$ cat src/rtl/rti_unit.sv
// rti_unit: return-from-interrupt sequencer.
// On a decoded RTI it stalls fetch and pops PCH (id 9), PCL (id 8) and CCR (id 10).
// It collects the returned words in any order, then issues a one-cycle branch to
// the restored PC together with a CCR restore strobe.
// Optional feature: define RTI_TIMEOUT_EN to abort a stuck collect phase after
// TIMEOUT_CYCLES cycles. The abort pulses rti_error and issues no branch.
module rti_unit #(
  parameter int DATA_W         = 16,
  parameter int CCR_W          = 3,
  parameter int TIMEOUT_CYCLES = 15
) (
  input  logic                clk,
  input  logic                reset,
  input  logic                enable,
  input  logic                rti_req,
  input  logic                mem_valid,
  input  logic [3:0]          mem_reg_id,
  input  logic [DATA_W-1:0]   mem_data,
  output logic                stall,
  output logic                stack_op,
  output logic                push_pop,
  output logic [3:0]          reg_id,
  output logic                branch,
  output logic [2*DATA_W-1:0] PC_VALUE,
  output logic                ccr_load,
  output logic [CCR_W-1:0]    ccr_value,
  output logic                done,
  output logic                rti_error
);

  localparam logic [3:0] ID_PCL = 4'd8;
  localparam logic [3:0] ID_PCH = 4'd9;
  localparam logic [3:0] ID_CCR = 4'd10;

  typedef enum logic [2:0] {
    ST_IDLE    = 3'd0,
    ST_STALL   = 3'd1,
    ST_POP_PCH = 3'd2,
    ST_POP_PCL = 3'd3,
    ST_POP_CCR = 3'd4,
    ST_COLLECT = 3'd5,
    ST_BRANCH  = 3'd6
  } state_t;

  state_t              state_r;
  state_t              state_nxt_s;
  // Received mask: bit 0 = PCH, bit 1 = PCL, bit 2 = CCR.
  logic [2:0]          mask_r;
  logic [2:0]          cap_s;
  logic [2:0]          mask_nxt_s;
  logic                complete_s;
  logic                tmo_hit_s;
  logic                tmo_s;
  logic [DATA_W-1:0]   pc_hi_r;
  logic [DATA_W-1:0]   pc_lo_r;
  logic [CCR_W-1:0]    ccr_r;

  // The stack is only ever popped by this block.
  assign push_pop  = 1'b0;
  assign PC_VALUE  = {pc_hi_r, pc_lo_r};
  assign ccr_value = ccr_r;

  // Capture strobes. Only the first word per slot is taken, and only while a sequence runs.
  always_comb begin
    cap_s = 3'b000;
    if (enable && (state_r != ST_IDLE) && mem_valid) begin
      case (mem_reg_id)
        ID_PCH:  cap_s[0] = ~mask_r[0];
        ID_PCL:  cap_s[1] = ~mask_r[1];
        ID_CCR:  cap_s[2] = ~mask_r[2];
        default: cap_s    = 3'b000;
      endcase
    end else begin
      cap_s = 3'b000;
    end
  end

  assign mask_nxt_s = mask_r | cap_s;
  assign complete_s = &mask_nxt_s;

`ifdef RTI_TIMEOUT_EN
  localparam int CNT_W = (TIMEOUT_CYCLES > 1) ? $clog2(TIMEOUT_CYCLES) : 1;
  localparam logic [CNT_W-1:0] CNT_LAST = CNT_W'(TIMEOUT_CYCLES - 1);

  logic [CNT_W-1:0] tmo_cnt_r;

  assign tmo_hit_s = (tmo_cnt_r == CNT_LAST);

  // Collect-phase watchdog: zero on entry to COLLECT, counts each incomplete COLLECT cycle.
  always_ff @(posedge clk or negedge reset) begin
    if (!reset) begin
      tmo_cnt_r <= {CNT_W{1'b0}};
    end else if ((state_r == ST_COLLECT) && (state_nxt_s == ST_COLLECT)) begin
      tmo_cnt_r <= tmo_cnt_r + CNT_W'(1);
    end else begin
      tmo_cnt_r <= {CNT_W{1'b0}};
    end
  end
`else
  assign tmo_hit_s = 1'b0;
`endif

  // Next-state decision, including the enable override and the collect timeout.
  always_comb begin
    state_nxt_s = state_r;
    tmo_s       = 1'b0;
    if (!enable) begin
      state_nxt_s = ST_IDLE;
    end else begin
      case (state_r)
        ST_IDLE:    state_nxt_s = rti_req ? ST_STALL : ST_IDLE;
        ST_STALL:   state_nxt_s = ST_POP_PCH;
        ST_POP_PCH: state_nxt_s = ST_POP_PCL;
        ST_POP_PCL: state_nxt_s = ST_POP_CCR;
        ST_POP_CCR: state_nxt_s = complete_s ? ST_BRANCH : ST_COLLECT;
        ST_COLLECT: begin
          if (complete_s) begin
            state_nxt_s = ST_BRANCH;
          end else if (tmo_hit_s) begin
            state_nxt_s = ST_IDLE;
            tmo_s       = 1'b1;
          end else begin
            state_nxt_s = ST_COLLECT;
          end
        end
        ST_BRANCH:  state_nxt_s = ST_IDLE;
        default:    state_nxt_s = ST_IDLE;
      endcase
    end
  end

  // State register plus control outputs registered from the next state, so they are glitch-free.
  always_ff @(posedge clk or negedge reset) begin
    if (!reset) begin
      state_r   <= ST_IDLE;
      stall     <= 1'b0;
      stack_op  <= 1'b0;
      reg_id    <= 4'd0;
      branch    <= 1'b0;
      ccr_load  <= 1'b0;
      done      <= 1'b0;
      rti_error <= 1'b0;
    end else begin
      state_r   <= state_nxt_s;
      stall     <= (state_nxt_s != ST_IDLE);
      branch    <= (state_nxt_s == ST_BRANCH);
      ccr_load  <= (state_nxt_s == ST_BRANCH);
      done      <= (state_nxt_s == ST_BRANCH);
      rti_error <= tmo_s;
      case (state_nxt_s)
        ST_POP_PCH: begin
          stack_op <= 1'b1;
          reg_id   <= ID_PCH;
        end
        ST_POP_PCL: begin
          stack_op <= 1'b1;
          reg_id   <= ID_PCL;
        end
        ST_POP_CCR: begin
          stack_op <= 1'b1;
          reg_id   <= ID_CCR;
        end
        default: begin
          stack_op <= 1'b0;
          reg_id   <= 4'd0;
        end
      endcase
    end
  end

  // Popped-word capture. The mask clears whenever the sequence returns to IDLE; data holds.
  always_ff @(posedge clk or negedge reset) begin
    if (!reset) begin
      mask_r  <= 3'b000;
      pc_hi_r <= {DATA_W{1'b0}};
      pc_lo_r <= {DATA_W{1'b0}};
      ccr_r   <= {CCR_W{1'b0}};
    end else begin
      if (state_nxt_s == ST_IDLE) begin
        mask_r <= 3'b000;
      end else begin
        mask_r <= mask_nxt_s;
      end
      if (cap_s[0]) begin
        pc_hi_r <= mem_data;
      end
      if (cap_s[1]) begin
        pc_lo_r <= mem_data;
      end
      if (cap_s[2]) begin
        ccr_r <= mem_data[CCR_W-1:0];
      end
    end
  end

endmodule

$ cat config.mk
export PLATFORM = sky130hd
export DESIGN_NAME = rti_unit
export DESIGN_NICKNAME = d
export VERILOG_FILES = /design/src/rtl/rti_unit.sv
export SDC_FILE = /design/constraint.sdc
export NUM_CORES = 1
export LEC_CHECK = 0
export CORE_UTILIZATION = 44
export DETAILED_ROUTE_END_ITERATION = 16
export PLACE_DENSITY = 0.84
export SETUP_SLACK_MARGIN = 0.05
export SYNTH_ARGS = -nofsm -noshare
export SYNTH_HDL_FRONTEND = slang
export SYNTH_SLANG_ARGS = --single-unit
export TNS_END_PERCENT = 30
$ cat constraint.sdc
create_clock -name clk -period 2.1 [get_ports clk]
set_input_delay 0.525 -clock clk [delete_from_list [all_inputs] [get_ports clk]]
set_output_delay 0.525 -clock clk [all_outputs]
set_load 0.05 [all_outputs]
==> impl_metrics.py <==
metrics = {
    "outcome": {
        "status": "completed",
    },
    "power": {
        "p_leak_nw": 1.270,
        "power_mw": 2.097,
        "powerDensity_nw_per_um2": 756.8,
        "vdd_ir_drop_max_mv": 0.5896,
    },
    "place": {
        "gp_congestion": 0.7507,
        "io_buffers": 67,
        "place_ws_ns": -0.1725,
        "dpl_cell_area_sq_um": 2690,
        "dpl.hpwl_microns": 3116,
        "placed_cells": 249,
    },
    "grt": {
        "use_met2": 0.3321,
        "use_met1": 0.2103,
        "antenna_found_initial": 0,
        "grt-busiest-layer": "met2",
        "grt_max_degree": 27,
        "grt_use_total": 0.1883,
        "grt_pass1_wl_microns": 6396,
        "grt_pass1_vias": 1419,
        "grt_overflow": 0,
        "use_met3": 0.07566,
    },
    "timing": {
        "period_share": 0.9525,
        "finClkSkew_ns": 0.009192,
        "rsz0062_at_grt": "true",
        "layout_setup_ws_ns": 0.09968,
        "min_period_ns": 2.000,
        "drv_slew": 0,
        "slew_headroom": 0.6521,
        "hold_viol_final": 0,
        "max_slew.worst_pin.slew_ns": 0.5202,
        "whs_ns": 0.1759,
        "clock.fmax_mhz": 499.9,
        "setup-violations-final": 0,
        "setup_tns_ns": 0,
    },
    "synth": {
        "synth-seq-cells": 46,
        "syn_inst": 133,
        "yosys_warnings": 0,
        "synth.cell_area_sq_um": 1952,
        "avgSynthCellArea_sq_um": 14.68,
        "synth_cell_types": 30,
        "yosysSeqAreaShare": 0.5897,
    },
    "routing": {
        "drc": 0,
        "wl_per_cell_microns": 15.89,
        "via_count": 1314,
        "totalWireLength_microns": 4068,
        "dr.pass1.iters": 2,
        "drtAntennaViolNets": 0,
        "drtIter0Drc": 37,
        "vias_per_cell": 5.133,
    },
    "clock_network": {
        "cts_root_buf": "clkbuf_8",
        "cts_inserted_buffers": 5,
        "clk_pin_slew_worst_paths_ns": 0.09,
        "cts_tree": "done",
        "htreeDepth": 2,
        "holdBufCountCts": 0,
        "cts_sinks": 46,
        "max-clock-path-buffers": 2,
        "clkLatencyLatePin_ns": 0.29,
    },
    "worst_setup_path": {
        "crit_path_start_kind": "flip-flop",
        "cpPeakStageDelay_ns": 0.81,
        "path_class": "reg -> out",
        "worst_r2r_path_depth": 4,
        "arrival_ns": 1.48,
        "cp_cell_sequence": "clkdlybuf4s50_1",
        "r2r-end": "pc_hi_r[8]",
        "critPathTopFamily": "buffers and inverters",
        "rrSetupSlack_ns": 0.47,
        "path_buf_inv": 1,
        "crit_slowest_cell": "clkdlybuf4s50_1",
        "worst_setup_path_end_kind": "output port",
        "crit_required_ns": 1.57,
        "cp_max_fo": 2,
        "r2r_start": "state_r[1]",
    },
    "floorplanning": {
        "top_level_ports": 71,
        "dieHeight_microns": 68.61,
        "die_area_sq_um": 4707,
        "start_util": 0.4743,
        "placementRows": 23,
        "core_area_sq_um": 4115,
        "die_w_microns": 68.61,
    },
    "hold_path": {
        "hp-class": "in -> async",
    },
    "layout": {
        "area_delta_synth_final_pct": 41.99,
        "fin_nets": 231,
        "seq_area_sq_um": 1151,
        "final_cell_count_no_fill": 256,
        "layout_commonest_cell": "clkdlybuf4s50_1",
        "mostFrequentLayoutCells": "clkdlybuf4s50_1 (65), dfrtp_1 (46), mux2_2 (34)",
        "diodes": 0,
        "fin_area_sq_um": 2771,
        "multiInputGateArea_sq_um": 718.2,
        "post-route-util": 0.6735,
        "fill_cells": 290,
        "drive_gt1_frac": 0.2621,
    },
    "job": {
        "drv_cap": 0,
    },
}
[synth_stat cells]
cell / instances / area, sq um
conb_1: 1 / 3.750
a21oi_1: 1 / 5.000
buf_2: 3 / 15.01
dfrtp_1: 46 / 1151
nand3b_1: 1 / 7.510
nor4b_1: 1 / 8.760
or4_1: 1 / 7.510
nand4b_4: 1 / 23.77
nor2_1: 5 / 18.77
nor4b_4: 1 / 23.77
mux2i_1: 2 / 20.02
a21boi_0: 3 / 22.52
nor3_4: 1 / 16.27
buf_6: 2 / 22.52
a311oi_1: 1 / 8.760
nor3_1: 2 / 10.01
xor2_1: 1 / 8.760
nand3_1: 1 / 5.000
inv_1: 2 / 7.510
a32o_1: 1 / 10.01
mux2_2: 34 / 382.9
nand2_1: 1 / 3.750
and3_1: 2 / 12.51
o21a_1: 4 / 30.03
nand2b_1: 5 / 31.28
o41a_1: 1 / 11.26
nor4_1: 1 / 6.260
nor4_4: 1 / 21.27
buf_4: 6 / 45.04
mux2_1: 1 / 11.26
[worst max-delay path by stage]
stage | endpoint | slack (ns) | startpoint | cells after the start
global placement | pc_hi_r[10] | -0.12 | enable | 5
detailed placement | pc_lo_r[1] | -0.17 | enable | 5
global route | branch | 0.02 | done | 1
finish | PC_VALUE[1] | 0.1 | pc_lo_r[1] | 1
CTS | PC_VALUE[1] | 0.09 | pc_lo_r[1] | 1
floorplan | pc_lo_r[10] | 0.22 | mem_reg_id[2] | 4
[flip-flops by register name, summed over array words and instances (netlist names)]
name / count
done: 1
ccr_value: 3
state_r: 3
pc_lo_r: 16
stall: 1
mask_r: 3
reg_id: 3
pc_hi_r: 16
[cells by family after synthesis]
| logic type | after synthesis | share of synthesized area |
|---|---|---|
| DFF | 46 | 0.5897 |
| muxes | 37 | 0.2122 |
| and+or+nand+nor | 24 | 0.1006 |
| buffers and inverters | 13 | 0.04615 |
| AOI/OAI and AO/OA | 11 | 0.04487 |
| xor gates and xnor gates | 1 | 0.004488 |
| other | 1 | 0.001921 |
[final cells by class]
cell class,instances,share of cell area
multi-input combinational,76,0.2591
clock inverter,2,0.003612
tap,50,0.02257
clock buffer,5,0.02483
inverter,2,0.002709
timing repair buffer,75,0.2718
sequential,46,0.4153
[timing repair]
action                     CTS  global route
setup buffers                0             0
gates resized for setup      0             1
setup endpoints to repair    0             3
[layer usage]
| layer | routed length [microns] | vias to the layer above |
|---|---|---|
| li1 | - | 604 |
| met1 | 1571 | 658 |
| met2 | 2152 | 46 |
| met3 | 296 | 6 |
| met4 | 48 | 0 |
| met5 | 0 | - |
[power by group]
part / internal [mW] / leakage (nW) / total, mW / switching [mW]
clock network: 0.224 / 0.0438 / 0.497 / 0.274
registers: 0.958 / 0.626 / 1.00 / 0.0429
logic: 0.225 / 0.600 / 0.599 / 0.374
total: 1.41 / 1.27 / 2.10 / 0.690
No activity file was read; power rests on OpenSTA's default activity.
==> RTL edit (same flow settings) <==
`CCR_W`: 3 -> 6.
--- a/src/rtl/rti_unit.sv
+++ b/src/rtl/rti_unit.sv
@@ -6,7 +6,7 @@
 // TIMEOUT_CYCLES cycles. The abort pulses rti_error and issues no branch.
 module rti_unit #(
   parameter int DATA_W         = 16,
-  parameter int CCR_W          = 3,
+  parameter int CCR_W          = 6,
   parameter int TIMEOUT_CYCLES = 15
 ) (
   input  logic                clk,
Interface: changed (resized ccr_value); port bits go from 71 to 74. No check against the original RTL was run, so the function may have changed too.
==> RTL edit against the unedited design <==
The run now ends with DRC left. Sequential cell count increased by 3. Critical path depth did not move. Worst setup slack got worse by 0.017 ns. Final area grew 7.5%. Non-clock buffer count up 6. Total power rose by 15%. Routed wire length increased by 0.84%. Fmax down 0.84%. Die area increased by 6.0%. Synthesized area up 6.2%. First-iteration DRC count rose by 68%.
==> RTL edit: results (changes against the unedited design) <==
The number of buffers created by CTS came out at 5 (unchanged). The slew at the pin with the worst max-slew slack came out at 0.519 ns (-0.00121 ns). The async set-reset flop share out of synthesis came out at 1.00 (unchanged).

Tracing the worst setup path back leads to its startpoint at pc_lo_r[11]$_DFFE_PN0P_. The antenna diode count was 0 (unchanged). The number of nets at the end of the flow is 243 (+5.2%). The number of warnings printed during yosys synthesis is 0 (unchanged). The run finished, with violations left.

The maximum number of pins on one net before global-route repair is 29 (+7.4%). The worst-path maximum fanout was 2 (unchanged). The number of distinct standard cells referenced by the synthesized netlist is 28 (-6.7%).

The worst flop-to-flop path startpoint is state_r[2]$_DFF_PN0_. The internal power consumption came out at 0.00165 W (+17%). The number of remaining DRC errors came to 15 (+15).

The worst register-to-register path ends at pc_lo_r[5]$_DFFE_PN0P_. The fraction of layout cells with a size suffix above 1 is 0.288 (+0.0255). The last weighted congestion value of the routability-driven placer is 0.837 (+12%). The cell area reported after detailed placement is 0.00285 mm² (+6.1%).

The starting DRC count in detailed routing is 62 (+68%). The highest cell delay on the worst timing path came out at 0.81 ns (about the same). The worst reg-to-reg setup slack came out at 0.44 ns (-0.03 ns).

The number of buffers on the longest clock path is 2 (unchanged). The number of fill cells came to 340 (+17%). The peak ir drop on the vdd network came out at 0.475 mV (-19%). The clock network latency to the later pin of the worst-skew pair came out at 0.31 ns (+0.02 ns).

The sequential-to-total area share from yosys stat was 0.591 (+0.00169). The clock-pin slew reported for the worst setup and hold paths after clock tree synthesis is 0.09 ns (about the same). The total track usage came out at 0.183 (-0.00569). The checks that failed: DRC. The first-pass iteration count of the detailed router is 10 (+8).

Ranked by instance count, the synthesized netlist is headed by dfrtp_1 (49), mux2_2 (38), buf_4 (6). The clock tree skew after final layout is 0.00699 ns (-0.00220 ns). The port buffer count is 70 (+4.5%). The H-tree depth came out at 2 (unchanged).

The number of antenna violations at the first check in global routing is 0 (unchanged). The number of buffers inserted to repair setup after CTS came out at 0 (unchanged). On the critical path the largest part of the delay comes from buffers and inverters.

In this run the worst hold path is classified as primary input to asynchronous set/reset pin. In the synthesized netlist the dominant register cell turns out to be dfrtp_1. The number of global-route vias before repair came out at 1,516 (+6.8%).

The arrival time reported for the critical path endpoint is 1.49 ns. The critical path ends at PC_VALUE[11]. The detailed placer's ending HPWL came out at 3110 µm (about the same). The worst-case reg-to-reg path depth is 4 (unchanged). Yosys attributes the largest share of cell area to dfrtp_1 (59%), mux2_2 (21%), buf_4 (2.2%). The cell at the slowest stage of the critical path is clkdlybuf4s50_1. The ratio of routed vias to standard cells is 5.11 (-0.36%). The root buffer cell is clkbuf_8.

The maximum operating frequency is 496 MHz (-0.84%). The total wire length is 4100 µm (+0.84%). The first-pass GRT wire length was 7080 µm (+11%). The static power due to leakage came out at 1.38 nW (+8.8%).
-- RTL edit: cell count changes after synthesis --
cell	change
nor4b_1	-1
mux2_2	+4
nor4_4	+1
mux2_1	-1
dfrtp_1	+3
-- RTL edit: cell type report --
class | count | area (µm²) | share of cell area
Timing Repair Buffer | 81 | 796 | 0.267
Tap cell | 52 | 65.1 | 0.0218
Inverter | 2 | 7.51 | 0.00252
Clock buffer | 6 | 82.6 | 0.0277
Clock inverter | 2 | 37.5 | 0.0126
Sequential cell | 49 | 1230 | 0.412
Multi-Input combinational cell | 79 | 764 | 0.257
-- RTL edit: worst min path at each step --
stage / from / endpoint / depth (start not counted)
floorplan: reset / ccr_value[0]$_DFFE_PN0P_ / 0
global placement: pc_lo_r[5]$_DFFE_PN0P_ / pc_lo_r[5]$_DFFE_PN0P_ / 1
detailed placement: pc_hi_r[15]$_DFFE_PN0P_ / pc_hi_r[15]$_DFFE_PN0P_ / 1
CTS: reset / pc_hi_r[9]$_DFFE_PN0P_ / 1
global route: reset / pc_hi_r[9]$_DFFE_PN0P_ / 1
finish: reset / pc_hi_r[9]$_DFFE_PN0P_ / 1
-- RTL edit: repair_timing --
action	in CTS	in global routing
resized for setup	0	3
setup endpoints to repair	0	11
endpoints found under the hold margin	0	0
-- RTL edit: kinds of logic (layout without fill, tap and decap cells) --
group / Yosys count / count (layout) / share of synthesized area
flops: 49 / 49 / 0.591
mux: 40 / 40 / 0.216
simple gates: 24 / 24 / 0.101
buf+inv: 13 / 91 / 0.0434
compound gates: 11 / 11 / 0.0422
other cells: 1 / 3 / 0.00181
xor+xnor: 1 / 1 / 0.00423
-- RTL edit: routing by layer --
layer / share of wire / vias to the layer above / track usage
met5: 0 / - / 0
met4: 0.012 / 0 / 0.0533
met3: 0.092 / 5 / 0.0783
met2: 0.48 / 55 / 0.301
met1: 0.41 / 684 / 0.220
li1: - / 642 / -
-- RTL edit: metrics by stage --
stage               power (W)  hold WS, ns  cells  setup slack [ns]
CTS                   0.00243        0.190    271            0.0631
finish                0.00240        0.185    271            0.0828
floorplan             0.00147        0.229    141             0.227
detailed placement    0.00173        0.494    263            -0.174
global route          0.00249        0.207    271            0.0332
global placement      0.00172        0.489    263            -0.141
-- RTL edit: power by group through the flow --
| stage | logic (W) | registers (W) | clock network, W |
|---|---|---|---|
| floorplan | 0.000120 | 0.00135 | 0 |
| global placement | 0.000640 | 0.00108 | 0 |
| detailed placement | 0.000647 | 0.00109 | 0 |
| CTS | 0.000648 | 0.00107 | 0.000713 |
| global route | 0.000671 | 0.00108 | 0.000745 |
| finish | 0.000643 | 0.00107 | 0.000694 |
